$ cat config.mk
export PLATFORM = sky130hd
export DESIGN_NAME = serial_adder_flat
export DESIGN_NICKNAME = d
export VERILOG_FILES = /design/src/rtl/serial_arith_pkg.sv /design/src/rtl/serial_adder_if.sv /design/src/rtl/serial_adder_fa_cell.sv /design/src/rtl/serial_adder.sv /design/src/flat_wrapper.sv
export SDC_FILE = /design/constraint.sdc
export NUM_CORES = 1
export LEC_CHECK = 0
export CORE_MARGIN = 2
export CORE_UTILIZATION = 30
export CTS_CLUSTER_DIAMETER = 60
export DETAILED_ROUTE_END_ITERATION = 8
export PLACE_DENSITY = 0.49
export SKIP_LAST_GASP = 1
export SLEW_MARGIN = 5
export SYNTH_ARGS = -nofsm -noshare
export SYNTH_HDL_FRONTEND = slang
export SYNTH_SLANG_ARGS = --single-unit
$ cat constraint.sdc
create_clock -name clk -period 2.4 [get_ports clk]
set_input_delay 0.36 -clock clk [delete_from_list [all_inputs] [get_ports clk]]
set_output_delay 0.36 -clock clk [all_outputs]
set_load 0.03 [all_outputs]
$ cat src/rtl/serial_arith_pkg.sv
// Shared definitions for the bit-serial arithmetic blocks: FSM state
// encoding, the widest supported operand, and a counter-width helper.
package serial_arith_pkg;

    typedef enum logic [1:0] {
        IDLE = 2'd0,
        RUN  = 2'd1,
        DONE = 2'd2
    } state_t;

    localparam int MAX_WIDTH = 64;

    // Bits needed to count WIDTH serial steps (0..WIDTH-1); never below 1.
    function automatic int cnt_width(input int width);
        return (width < 2) ? 1 : $clog2(width);
    endfunction

endpackage

$ cat src/rtl/serial_adder_if.sv
// Operand/result handshake bundle for serial_adder.
// master = producer/consumer side, slave = the adder itself.
interface serial_adder_if #(
    parameter int WIDTH = 8
);
    logic             in_valid;
    logic             in_ready;
    logic [WIDTH-1:0] a;
    logic [WIDTH-1:0] b;
    logic             cin;
    logic             out_valid;
    logic             out_ready;
    logic [WIDTH-1:0] sum;
    logic             cout;
    logic             busy;

    modport master (
        output in_valid, a, b, cin, out_ready,
        input  in_ready, out_valid, sum, cout, busy
    );

    modport slave (
        input  in_valid, a, b, cin, out_ready,
        output in_ready, out_valid, sum, cout, busy
    );
endinterface

$ cat src/rtl/serial_adder_fa_cell.sv
// Combinational 1-bit full adder cell used once per serial step.
module fa_cell (
    input  logic i_x,
    input  logic i_y,
    input  logic i_ci,
    output logic o_sum,
    output logic o_co
);
    logic w_xy;

    assign w_xy  = i_x ^ i_y;
    assign o_sum = w_xy ^ i_ci;
    assign o_co  = (w_xy & i_ci) | (i_x & i_y);
endmodule

$ cat src/rtl/serial_adder.sv
// Bit-serial WIDTH-bit adder: captures operands on an input handshake,
// adds LSB-first through a single full-adder cell over WIDTH cycles, then
// holds {cout,sum} until the output handshake completes.
module serial_adder
    import serial_arith_pkg::*;
#(
    parameter int WIDTH = 8
) (
    input  logic           clk,
    input  logic           rst_n,
    serial_adder_if.slave  bus
);
    localparam int CNT_W = cnt_width(WIDTH);

    generate
        if (WIDTH < 2 || WIDTH > MAX_WIDTH) begin : g_bad_width
            $error("serial_adder: WIDTH=%0d outside 2..%0d", WIDTH, MAX_WIDTH);
        end
    endgenerate

    state_t           r_state;
    state_t           w_state_next;
    logic [WIDTH-1:0] r_opa;
    logic [WIDTH-1:0] r_opb;
    logic [WIDTH-1:0] r_sum;
    logic             r_carry;
    logic [CNT_W-1:0] r_bit_cnt;

    logic             w_fa_sum;
    logic             w_fa_co;
    logic             w_last_bit;

    // The cell always looks at the current LSBs; its result only matters in RUN.
    fa_cell u_fa (
        .i_x   (r_opa[0]),
        .i_y   (r_opb[0]),
        .i_ci  (r_carry),
        .o_sum (w_fa_sum),
        .o_co  (w_fa_co)
    );

    assign w_last_bit = (r_bit_cnt == CNT_W'(WIDTH - 1));

    // State register; reset wins over any handshake in flight.
    always_ff @(posedge clk) begin
        if (!rst_n) begin
            r_state <= IDLE;
        end else begin
            r_state <= w_state_next;
        end
    end

    // Next-state logic: accept -> WIDTH serial steps -> hold until consumed.
    always_comb begin
        w_state_next = r_state;
        unique case (r_state)
            IDLE:    if (bus.in_valid)  w_state_next = RUN;
            RUN:     if (w_last_bit)    w_state_next = DONE;
            DONE:    if (bus.out_ready) w_state_next = IDLE;
            default:                    w_state_next = IDLE;
        endcase
    end

    // Handshake outputs decode state only, so no input-to-output path exists.
    always_comb begin
        bus.in_ready  = (r_state == IDLE);
        bus.out_valid = (r_state == DONE);
        bus.busy      = (r_state == RUN) || (r_state == DONE);
    end

    assign bus.sum  = r_sum;
    assign bus.cout = r_carry;

    // Datapath: capture in IDLE, shift one bit per cycle in RUN, hold in DONE.
    always_ff @(posedge clk) begin
        if (!rst_n) begin
            r_opa     <= '0;
            r_opb     <= '0;
            r_sum     <= '0;
            r_carry   <= 1'b0;
            r_bit_cnt <= '0;
        end else begin
            unique case (r_state)
                IDLE: begin
                    if (bus.in_valid) begin
                        r_opa     <= bus.a;
                        r_opb     <= bus.b;
                        r_carry   <= bus.cin;
                        r_sum     <= '0;
                        r_bit_cnt <= '0;
                    end
                end
                RUN: begin
                    // Sum bits enter at the MSB so bit 0 lands at position 0 after WIDTH shifts.
                    r_sum     <= {w_fa_sum, r_sum[WIDTH-1:1]};
                    r_opa     <= {1'b0, r_opa[WIDTH-1:1]};
                    r_opb     <= {1'b0, r_opb[WIDTH-1:1]};
                    r_carry   <= w_fa_co;
                    r_bit_cnt <= r_bit_cnt + CNT_W'(1);
                end
                default: begin
                    // DONE: result registers hold until the consumer takes it.
                end
            endcase
        end
    end
endmodule
$ cat src/flat_wrapper.sv
// flat-port wrapper written by rule: the top's interface ports become plain ports
module serial_adder_flat import serial_arith_pkg::*;
#(
    parameter int WIDTH = 8
)
  (clk, rst_n, bus_in_valid, bus_a, bus_b, bus_cin, bus_out_ready, bus_in_ready, bus_out_valid, bus_sum, bus_cout, bus_busy);
  serial_adder_if #(.WIDTH(WIDTH)) bus_i ();
  input  logic clk;
  input  logic rst_n;
  input wire logic [$bits(bus_i.in_valid)-1:0] bus_in_valid;
  input wire logic [$bits(bus_i.a)-1:0] bus_a;
  input wire logic [$bits(bus_i.b)-1:0] bus_b;
  input wire logic [$bits(bus_i.cin)-1:0] bus_cin;
  input wire logic [$bits(bus_i.out_ready)-1:0] bus_out_ready;
  output wire logic [$bits(bus_i.in_ready)-1:0] bus_in_ready;
  output wire logic [$bits(bus_i.out_valid)-1:0] bus_out_valid;
  output wire logic [$bits(bus_i.sum)-1:0] bus_sum;
  output wire logic [$bits(bus_i.cout)-1:0] bus_cout;
  output wire logic [$bits(bus_i.busy)-1:0] bus_busy;
  assign bus_i.in_valid = bus_in_valid;
  assign bus_i.a = bus_a;
  assign bus_i.b = bus_b;
  assign bus_i.cin = bus_cin;
  assign bus_i.out_ready = bus_out_ready;
  assign bus_in_ready = bus_i.in_ready;
  assign bus_out_valid = bus_i.out_valid;
  assign bus_sum = bus_i.sum;
  assign bus_cout = bus_i.cout;
  assign bus_busy = bus_i.busy;
  serial_adder #(.WIDTH(WIDTH)) u_core (.clk(clk), .rst_n(rst_n), .bus(bus_i));
endmodule
==> results of run 1 <==
==> power breakdown <==
group | switching, µW | internal (µW)
clock network | 172 | 221
registers | 80.2 | 635
logic | 498 | 431
total | 749 | 1290
==> layer usage <==
metal	vias to the layer above	global-route usage, %	routed length [µm]
met5	-	0	0
met2	21	19.3	1470
met3	4	3.97	136
li1	604	-	-
met4	0	4.68	35
met1	533	15.2	1440
==> worst max path at each step <==
stage | cells past startpoint | startpoint | end | slack [ns]
CTS | 3 | u_core.r_state[0]$_SDFFE_PN0P_ | bus_busy | 0.37
detailed placement | 4 | bus_in_valid | u_core.r_opb[0]$_SDFFE_PN0P_ | 0.56
global route | 3 | u_core.r_state[1]$_SDFFE_PN0P_ | bus_in_ready | 0.33
finish | 3 | u_core.r_state[0]$_SDFFE_PN0P_ | bus_busy | 0.39
floorplan | 5 | u_core.r_state[0]$_SDFFE_PN0P_ | u_core.r_opb[4]$_SDFFE_PN0P_ | 0.78
global placement | 4 | bus_in_valid | u_core.r_opa[0]$_SDFFE_PN0P_ | 0.57
==> critical path: stages, from the launching register on <==
cell and delay, ns:
dfxtp_1 0.36, inv_1 0.07, ha_1 0.28, clkdlybuf4s50_1 0.67
==> registers in the layout, summed over array words and instances, names as in the netlist <==
| signal | cells |
|---|---|
| u_core.bus.cout | 1 |
| u_core.r_bit_cnt | 3 |
| u_core.r_opa | 8 |
| u_core.bus.sum | 8 |
| u_core.r_state | 2 |
| u_core.r_opb | 8 |
==> layout make-up <==
type                    instances  area, µm²
clock buffers                   6       82.6
fillers                       517       3030
inverters                       7       26.3
multi-input cells             105        820
flip-flops and latches         30        601
well taps                      70       87.6
repair buffers                 36        363
==> per-stage QoR <==
stage                     cell area (µm²)  total power [µW]  util [%]  cells  worst slack (ns)
after global routing                 1980              2210      39.5    254             0.327
after floorplan                      1530              1450         -    155             0.776
after CTS                            1980              2070      39.5    254             0.370
after global placement               1900              1640      37.9    248             0.574
after detailed placement             1900              1670      37.9    248             0.556
final                                1980              2040      39.5    254             0.391
==> kinds of logic (layout without fill, tap and decap cells) <==
family / count (synthesis) / count (layout) / synth area share, %
xor gates and xnor gates: 1 / 1 / 0.572
buffers and inverters: 20 / 49 / 7.43
DFF: 30 / 30 / 39.2
muxes: 19 / 19 / 12.7
adders and majority gates: 6 / 6 / 5.39
and+or+nand+nor: 45 / 45 / 14.5
AOI/OAI and AO/OA: 34 / 34 / 20.1
==> cell usage after synthesis <==
cell / n
nor2b_4: 1
mux2_4: 1
and3_1: 2
nor2_1: 2
fa_1: 1
buf_2: 4
inv_1: 7
nand3b_1: 1
a32o_1: 1
o21a_1: 2
o211a_1: 12
nand2b_1: 3
ha_1: 5
a21oi_1: 1
a211oi_1: 1
clkbuf_1: 3
buf_4: 3
mux2i_1: 18
a31oi_1: 2
a221oi_4: 1
o2bb2ai_1: 1
o21ai_0: 2
nand2_1: 25
a21boi_1: 1
o211ai_1: 2
nor2b_1: 11
dfxtp_1: 30
buf_6: 3
a32oi_1: 8
xnor2_1: 1
==> key figures, run 1 <==
Detailed routing
  – Vias per inst: approximately 4.6
  – Remaining DRCs: 0
  – Post-DRT Antenna Nets: 0
  – Detailed-route via count: 1162
  – Wire per inst: approximately 12 µm
  – 1st-pass router iterations: 4
  – Detailed router's first-iteration violation count: 46
  – DRT Wirelength: about 3.1 mm

STA
  – Skew final: approximately 0.0022 ns
  – Fin Hold WS: a little under 0.5 ns
  – Final setup viols: 0
  – Period utilization: between 80% and 90%
  – Slew @ Worst Pin: 0.509 ns
  – Clock period minus worst slack: 2.01 ns
  – Pins over their slew limit: 0
  – Final hold viol count: 0
  – Setup TNS: 0 ns
  – RSZ-0062 raised after global routing: no
  – Max Freq: between 0.4 and 0.5 GHz
  – Slew headroom: about two thirds

Clocking
  – CTS root buf: clkbuf_8
  – Total CTS buffers: 5
  – Skew-Pair Late Insertion Delay: approximately 0.27 ns
  – # hold bufs at CTS: 0
  – Max Buffers Root-to-Sink: 2
  – CTS H-tree lvls: 2
  – TritonCTS clock tree: yes
  – Post-CTS sizing: 0
  – Post-CTS Setup Bufs: 0
  – Clock-pin slew on the worst setup and hold paths: around 0.060 ns
  – Clock sinks: 30

Floorplanning
  – Die Y: between 70 and 80 µm
  – Die Area: about 5700 µm²
  – Core Area: ~5000 µm²
  – IO Pins: 33
  – Die Wd: around 75 µm
  – Row count: 26
  – Starting density of the core: about 31%

Logic synthesis
  – Area contributors post-synth: dfxtp_1 39%, mux2i_1 12%, o211a_1 7.8%
  – Post-Synthesis Cell Area: ~1500 µm²
  – Synth top area share: approximately 39%
  – Post-Synthesis Cells: 155
  – Sequential share of the synthesized area: 39.2%
  – Syn. warnings: 0
  – Net Count, Synth: roughly 180
  – Area leader, netlist: dfxtp_1
  – #FFs+latches synth: 30
  – Syn_area_per_cell: between 9 and 10 µm²
  – Yosys cell types: 30

Global routing
  – Vias in the first global route: approximately 1.1k
  – Largest net degree at the start of global routing: 28
  – Total GRT Usage: between 10% and 20%
  – Overflow after GRT: 0
  – Initial antenna violation count: 0
  – First-pass GRT wire length: around 5.1 mm

Placed design
  – Final GP Congestion: about 0.69
  – Final HPWL DP: approximately 2.2 mm
  – Number of buffers inserted by port buffering: 32

Setup path
  – Crit path DAT: 1.65 ns
  – RR Startpoint: u_core.r_state[1]$_SDFFE_PN0P_
  – CP max FO: 3
  – Worst setup SP type: flip-flop
  – Setup crit end kind: primary output
  – Worst flop-to-flop path endpoint: u_core.r_opa[0]$_SDFFE_PN0P_
  – Worst EP required: ~2.0 ns
  – Reg2reg setup slack: approximately 0.7 ns
  – Crit path kind: reg2out
  – Cell count of the worst reg-to-reg path: 5

Hold path
  – HP Start: u_core.r_state[1]$_SDFFE_PN0P_
  – Hold Path Depth: 2
  – Hold Crit Class: reg2reg
  – Worst Hold Endpoint: u_core.r_state[1]$_SDFFE_PN0P_

Power
  – Peak VDD IR: 324 µV
  – Static leakage: about 0.00084 µW
  – Cell Pwr Density: just over 1000 nW/µm²

Cells and area
  – Inserted Diodes: 0
  – Final-stage net count: 212
  – Layout Area Growth over Synthesis: 29.2%
  – Commonest non-fill, non-tap cell in the layout: clkdlybuf4s50_1
  – Layout cell share with drive strength beyond 1: 7.61%
  – Most frequent cells in the layout: 32 x clkdlybuf4s50_1, 30 x dfxtp_1, 25 x nand2_1

Job
  – Max Cap Violations: 0

Run status
  – Outcome: finished, final reports clean
Power figures use the tool's default switching activity.
==> run 2, diff against run 1 <==
==> constraint.sdc (replaced) <==
create_clock -name clk -period 1.9 [get_ports clk]
set_input_delay 0.285 -clock clk [delete_from_list [all_inputs] [get_ports clk]]
set_output_delay 0.285 -clock clk [all_outputs]
set_load 0.03 [all_outputs]
==> run 2 against run 1 <==
  * Sequential power up 27%
  * Clock skew up 0.0016 ns
  * Final cell count up 2.0%
  * Critical path type unchanged
  * Global-route usage up 0.40 points
  * Register-to-register slack worse by 0.40 ns
  * Sequential cell count unchanged
  * Sequential share of layout area down 0.89 points
  * Critical path depth unchanged
  * Die area unchanged
  * Largest power group unchanged
==> key figures, run 2 (synthesis results as in run 1) <==
Detailed routing
  – Wire per inst: 12.3 µm
  – Post-DRT Antenna Nets: 0
  – 1st-pass router iterations: 4
  – Vias per inst: 4.64
  – Detailed-route via count: approximately 1.2k
  – DRT Wirelength: between 3 and 4 mm
  – Remaining DRCs: 0
  – Detailed router's first-iteration violation count: 103

Clocking
  – Post-CTS Setup Bufs: 0
  – CTS root buf: clkbuf_8
  – Clock-pin slew on the worst setup and hold paths: approximately 0.060 ns
  – TritonCTS clock tree: yes
  – Skew-Pair Late Insertion Delay: ~0.28 ns
  – Max Buffers Root-to-Sink: 2
  – Clock sinks: 30
  – Total CTS buffers: 5
  – CTS H-tree lvls: 2

Cells and area
  – Layout cell share with drive strength beyond 1: 10.1%
  – Layout Cells excl Fill: 259
  – Final-stage net count: roughly 220
  – Inserted Diodes: 0
  – Fillcell total: slightly above 500
  – Seq. cell area: around 600 µm²
  – Most frequent cells in the layout: 30 x dfxtp_1, 29 x clkdlybuf4s50_1, 25 x nand2_1
  – Layout Area Growth over Synthesis: 33.2%
  – Commonest non-fill, non-tap cell in the layout: dfxtp_1
  – Footprint of the multi-input gates: 820 µm²
  – Final Core Density: between 40 and 50%

Power
  – Static leakage: a little under 0.0009 µW
  – Peak VDD IR: 615 µV
  – Cell Pwr Density: 1340 nW/µm²
  – Overall Power: approximately 2700 µW

STA
  – Fin Hold WS: roughly 0.48 ns
  – Setup TNS: 0 ns
  – Max Freq: about 0.6 GHz
  – Period utilization: around 90%
  – Pins over their slew limit: 0
  – Slew headroom: 78.2%
  – Final hold viol count: 0
  – Final setup viols: 0
  – Skew final: approximately 0.0039 ns
  – Slew @ Worst Pin: about 0.33 ns
  – Clock period minus worst slack: 1.67 ns
  – RSZ-0062 raised after global routing: no

Global routing
  – Busiest grt layer: met2
  – Vias in the first global route: 1166
  – Initial antenna violation count: 0
  – Grt met1 use: between 10% and 20%
  – Met3 Use GR: around 4.1%
  – M2 GR Usage: between 20% and 30%
  – First-pass GRT wire length: about 5.4 mm
  – Largest net degree at the start of global routing: 28
  – Overflow after GRT: 0
  – Total GRT Usage: about 13%

Hold path
  – HP Start: u_core.bus.cout$_SDFFE_PN0P_
  – Hold Crit Class: reg2reg

Setup path
  – Reg2reg setup slack: 0.28 ns
  – Critical Path End: bus_busy
  – Worst EP required: 1.62 ns
  – Setup crit end kind: primary output
  – Crit path DAT: roughly 1.4 ns
  – Crit path kind: reg2out
  – Cell count of the worst reg-to-reg path: 5
  – Critical Path Source: u_core.r_state[1]$_SDFFE_PN0P_
  – Worst setup SP type: flip-flop
  – Worst flop-to-flop path endpoint: u_core.r_opb[6]$_SDFFE_PN0P_
  – RR Startpoint: u_core.r_state[1]$_SDFFE_PN0P_
  – CP max FO: 3

Floorplanning
  – Die Wd: around 75 µm
  – Core Area: 5010 µm²
  – Die Y: 75.5 µm
  – Row count: 26
  – Die Area: 5690 µm²
  – Starting density of the core: a little under a third
  – IO Pins: 33

Placed design
  – Final GP Congestion: ~0.74
  – Number of buffers inserted by port buffering: 32
  – Final HPWL DP: 2.29 mm
  – Placed cells: between 200 and 300

Job
  – Max Cap Violations: 0

Run status
  – Outcome: finished, final reports clean
## run 2: per-stage QoR
step                worst slack [ns]  instance area, µm²
floorplan                      0.276                1530
global placement               0.217                1930
detailed placement             0.197                1930
CTS                           0.0706                2040
global route                   0.157                2040
finish                         0.234                2040
## run 2: area by class of cell
class                           instances  area share, %
Inverter                                7           1.29
Multi-Input combinational cell        105           40.2
Timing Repair Buffer                   40           19.3
Clock inverter                          1           1.47
Sequential cell                        30           29.4
Clock buffer                            6           4.05
Tap cell                               70           4.29
## run 2: timing repair
action / in CTS / in global routing
hold endpoints to repair: 0 / 0
setup endpoints to repair: 2 / 1
resized for setup: 2 / 1
hold buffers: 0 / 0
## run 2: how the worst min path moves through the flow
| stage | endpoint | slack, ns | cells past startpoint |
|---|---|---|---|
| finish | u_core.bus.cout$_SDFFE_PN0P_ | 0.48 | 2 |
| global route | u_core.bus.cout$_SDFFE_PN0P_ | 0.51 | 2 |
| CTS | u_core.bus.cout$_SDFFE_PN0P_ | 0.48 | 2 |
| detailed placement | u_core.bus.cout$_SDFFE_PN0P_ | 0.47 | 2 |
| global placement | u_core.r_state[1]$_SDFFE_PN0P_ | 0.46 | 2 |
| floorplan | u_core.r_opb[7]$_SDFFE_PN0P_ | 0.42 | 2 |
## run 2: critical path: stages (launching register included)
cell and delay [ns]:
dfxtp_1 0.37, inv_1 0.08, ha_1 0.27, dlygate4sd2_1 0.39
## run 2: layer usage
metal	up-vias	share of wire, %	wire [µm]
met3	4	6.0	193
met1	559	46	1480
met5	-	0	0
met4	0	1.2	38
met2	26	46	1480
li1	613	-	-
## run 2: where the power goes
group	leakage (µW)	internal [µW]	total, µW	switching [µW]
Sequential	0.000246	802	907	105
Combinational	0.000584	545	1170	628
Clock	0.0000573	419	645	227
Total	0.000888	1770	2730	960
==> run 3, diff against run 2 <==
==> constraint.sdc (replaced) <==
create_clock -name clk -period 1.9 [get_ports clk]
set_input_delay 0.38 -clock clk [delete_from_list [all_inputs] [get_ports clk]]
set_output_delay 0.38 -clock clk [all_outputs]
set_load 0.03 [all_outputs]
==> run 3 against run 2 <==
  * Final cell count fell by 1.2%
  * Fmax fell by 5.5%
  * Sequential power barely moved
  * Worst hold slack got worse by 0.0023 ns
  * Sequential share of layout area rose by 0.70 points
  * Die area did not move
  * Cell area fell by 2.3%
  * Clock power fell by 24%
  * Sequential cell count did not move
  * Critical path depth did not move
  * Count of clock-buffer cells in the layout did not move
  * Routed wire length rose by 0.75%
  * Critical path type unchanged
  * Largest power group unchanged
==> key figures, run 3 (synthesis results as in run 1) <==
Power
  – Static leakage: approximately 0.00086 µW
  – Peak VDD IR: 522 µV
  – Cell Pwr Density: roughly 1300 nW/µm²

Detailed routing
  – 1st-pass router iterations: 4
  – Met3 wire len: 128 µm
  – Wire per inst: ~13 µm
  – Post-DRT Antenna Nets: 0
  – Remaining DRCs: 0
  – Detailed-route via count: ~1.2k
  – Max layer used: met4
  – Detailed router's first-iteration violation count: 73
  – Metal1 wirelength: approximately 1.5 mm
  – Vias per inst: roughly 4.7
  – DRT Wirelength: approximately 3.2 mm
  – Met2 wire length: roughly 1.5 mm

STA
  – Slew @ Worst Pin: 0.330 ns
  – Max Freq: ~0.57 GHz
  – Setup TNS: 0 ns
  – Final setup viols: 0
  – Slew headroom: 78.0%
  – Skew final: between 0.005 and 0.006 ns
  – Pins over their slew limit: 0
  – RSZ-0062 raised after global routing: no
  – Clock period minus worst slack: 1.76 ns
  – Final hold viol count: 0
  – Period utilization: ~90%
  – Setup WS post-layout: 0.137 ns

Placed design
  – Number of buffers inserted by port buffering: 32
  – Final HPWL DP: approximately 2.3 mm
  – DP Area: around 1900 µm²
  – Final GP Congestion: around 0.67
  – Placed cells: 250
  – Place WS: 0.121 ns

Setup path
  – Reg2reg setup slack: approximately 0.32 ns
  – Worst setup SP type: flip-flop
  – RR Startpoint: u_core.r_state[1]$_SDFFE_PN0P_
  – CP max stage delay: 0.39 ns
  – Worst-path cell chain: inv_1, ha_2, dlygate4sd2_1
  – Setup crit end kind: primary output
  – Max stage delay cell, worst path: dlygate4sd2_1
  – Crit path kind: reg2out
  – Crit path DAT: about 1.4 ns
  – Worst EP required: 1.52 ns
  – CP max FO: 3
  – Critical Path Source: u_core.r_state[1]$_SDFFE_PN0P_

Cells and area
  – Fillcell total: 521
  – Commonest non-fill, non-tap cell in the layout: dfxtp_1
  – Seq. cell area: around 600 µm²
  – Most frequent cells in the layout: 30 x dfxtp_1, 29 x clkdlybuf4s50_1, 25 x nand2_1
  – Footprint of the multi-input gates: between 800 and 900 µm²
  – Post-route design area: 1990 µm²
  – Layout Area Growth over Synthesis: 30.1%
  – Layout Cells excl Fill: 256
  – Final-stage net count: between 200 and 250
  – Inserted Diodes: 0
  – Layout cell share with drive strength beyond 1: about 9.7%

Global routing
  – Total GRT Usage: 13.1%
  – Overflow after GRT: 0
  – First-pass GRT wire length: between 5 and 6 mm
  – Largest net degree at the start of global routing: 33
  – Initial antenna violation count: 0
  – Vias in the first global route: 1220

Floorplanning
  – IO Pins: 33
  – Starting density of the core: 30.6%
  – Die Area: around 5700 µm²
  – Row count: 26
  – Die Y: approximately 75 µm
  – Core Area: between 5000 and 6000 µm²
  – Die Wd: between 70 and 80 µm

Job
  – Max Cap Violations: 0

Clocking
  – Clock sinks: 30
  – TritonCTS clock tree: yes
  – CTS root buf: clkbuf_8
  – Total CTS buffers: 5
  – # hold bufs at CTS: 0
  – Max Buffers Root-to-Sink: 2
  – Skew-Pair Late Insertion Delay: about 0.27 ns
  – Clock-pin slew on the worst setup and hold paths: around 0.06 ns
  – CTS H-tree lvls: 2

Hold path
  – Hold Crit Class: reg2reg
  – HP Start: u_core.r_state[1]$_SDFFE_PN0P_

Run status
  – Outcome: finished, final reports clean
[run 3: changes by cell type in the layout (fill, tap and decap cells not counted), sizes merged]
cell,change
buf,-1
dlymetal6s2s,-1
bufinv,-1
[run 3: cell type report]
cell class / count / area share, %
Clock buffer: 6 / 4.15
Inverter: 7 / 1.32
Multi-Input combinational cell: 105 / 41.3
Sequential cell: 30 / 30.2
Tap cell: 70 / 4.40
Timing Repair Buffer: 38 / 18.7
[run 3: per-layer routing]
| layer | up-vias | GRT usage, % |
|---|---|---|
| li1 | 608 | - |
| met5 | - | 0 |
| met2 | 21 | 21.5 |
| met3 | 6 | 3.97 |
| met1 | 565 | 15.5 |
| met4 | 0 | 6.43 |
[run 3: path summary, 6_finish.rpt]
path / cells after the start / end
worst max-delay path: 3 / bus_busy
worst max register to register: 6 / u_core.r_bit_cnt[1]$_SDFFE_PN0P_
worst min-delay path: 2 / u_core.r_state[1]$_SDFFE_PN0P_
worst min register to register: 2 / u_core.r_state[1]$_SDFFE_PN0P_
[run 3: repair_timing]
action / 4_1_cts / 5_1_grt
resized for setup: 2 / 1
pin swaps: 0 / 0
setup endpoints to repair: 2 / 1
buffers inserted: 0 / 0
endpoints found under the hold margin: 0 / 0
[run 3: power breakdown]
group	switching, µW	total [µW]	leakage, µW	internal [µW]
registers	107	909	0.000246	802
clock network	211	489	0.0000431	278
logic	632	1170	0.000569	542
[run 3: worst max-delay path, delay by kind of cell, from the launching register on]
family                     cells  cell delay, ns
buffers and inverters          2            0.46
adders and majority gates      1            0.30
DFF                            1            0.35
[run 3: per-stage QoR]
step                power [µW]  utilization, %  hold slack (ns)
floorplan                 1830               -            0.451
global placement          2080            38.1            0.465
detailed placement        2120            38.1            0.476
CTS                       2610            39.7            0.486
global route              2780            39.8            0.504
finish                    2570            39.8            0.480
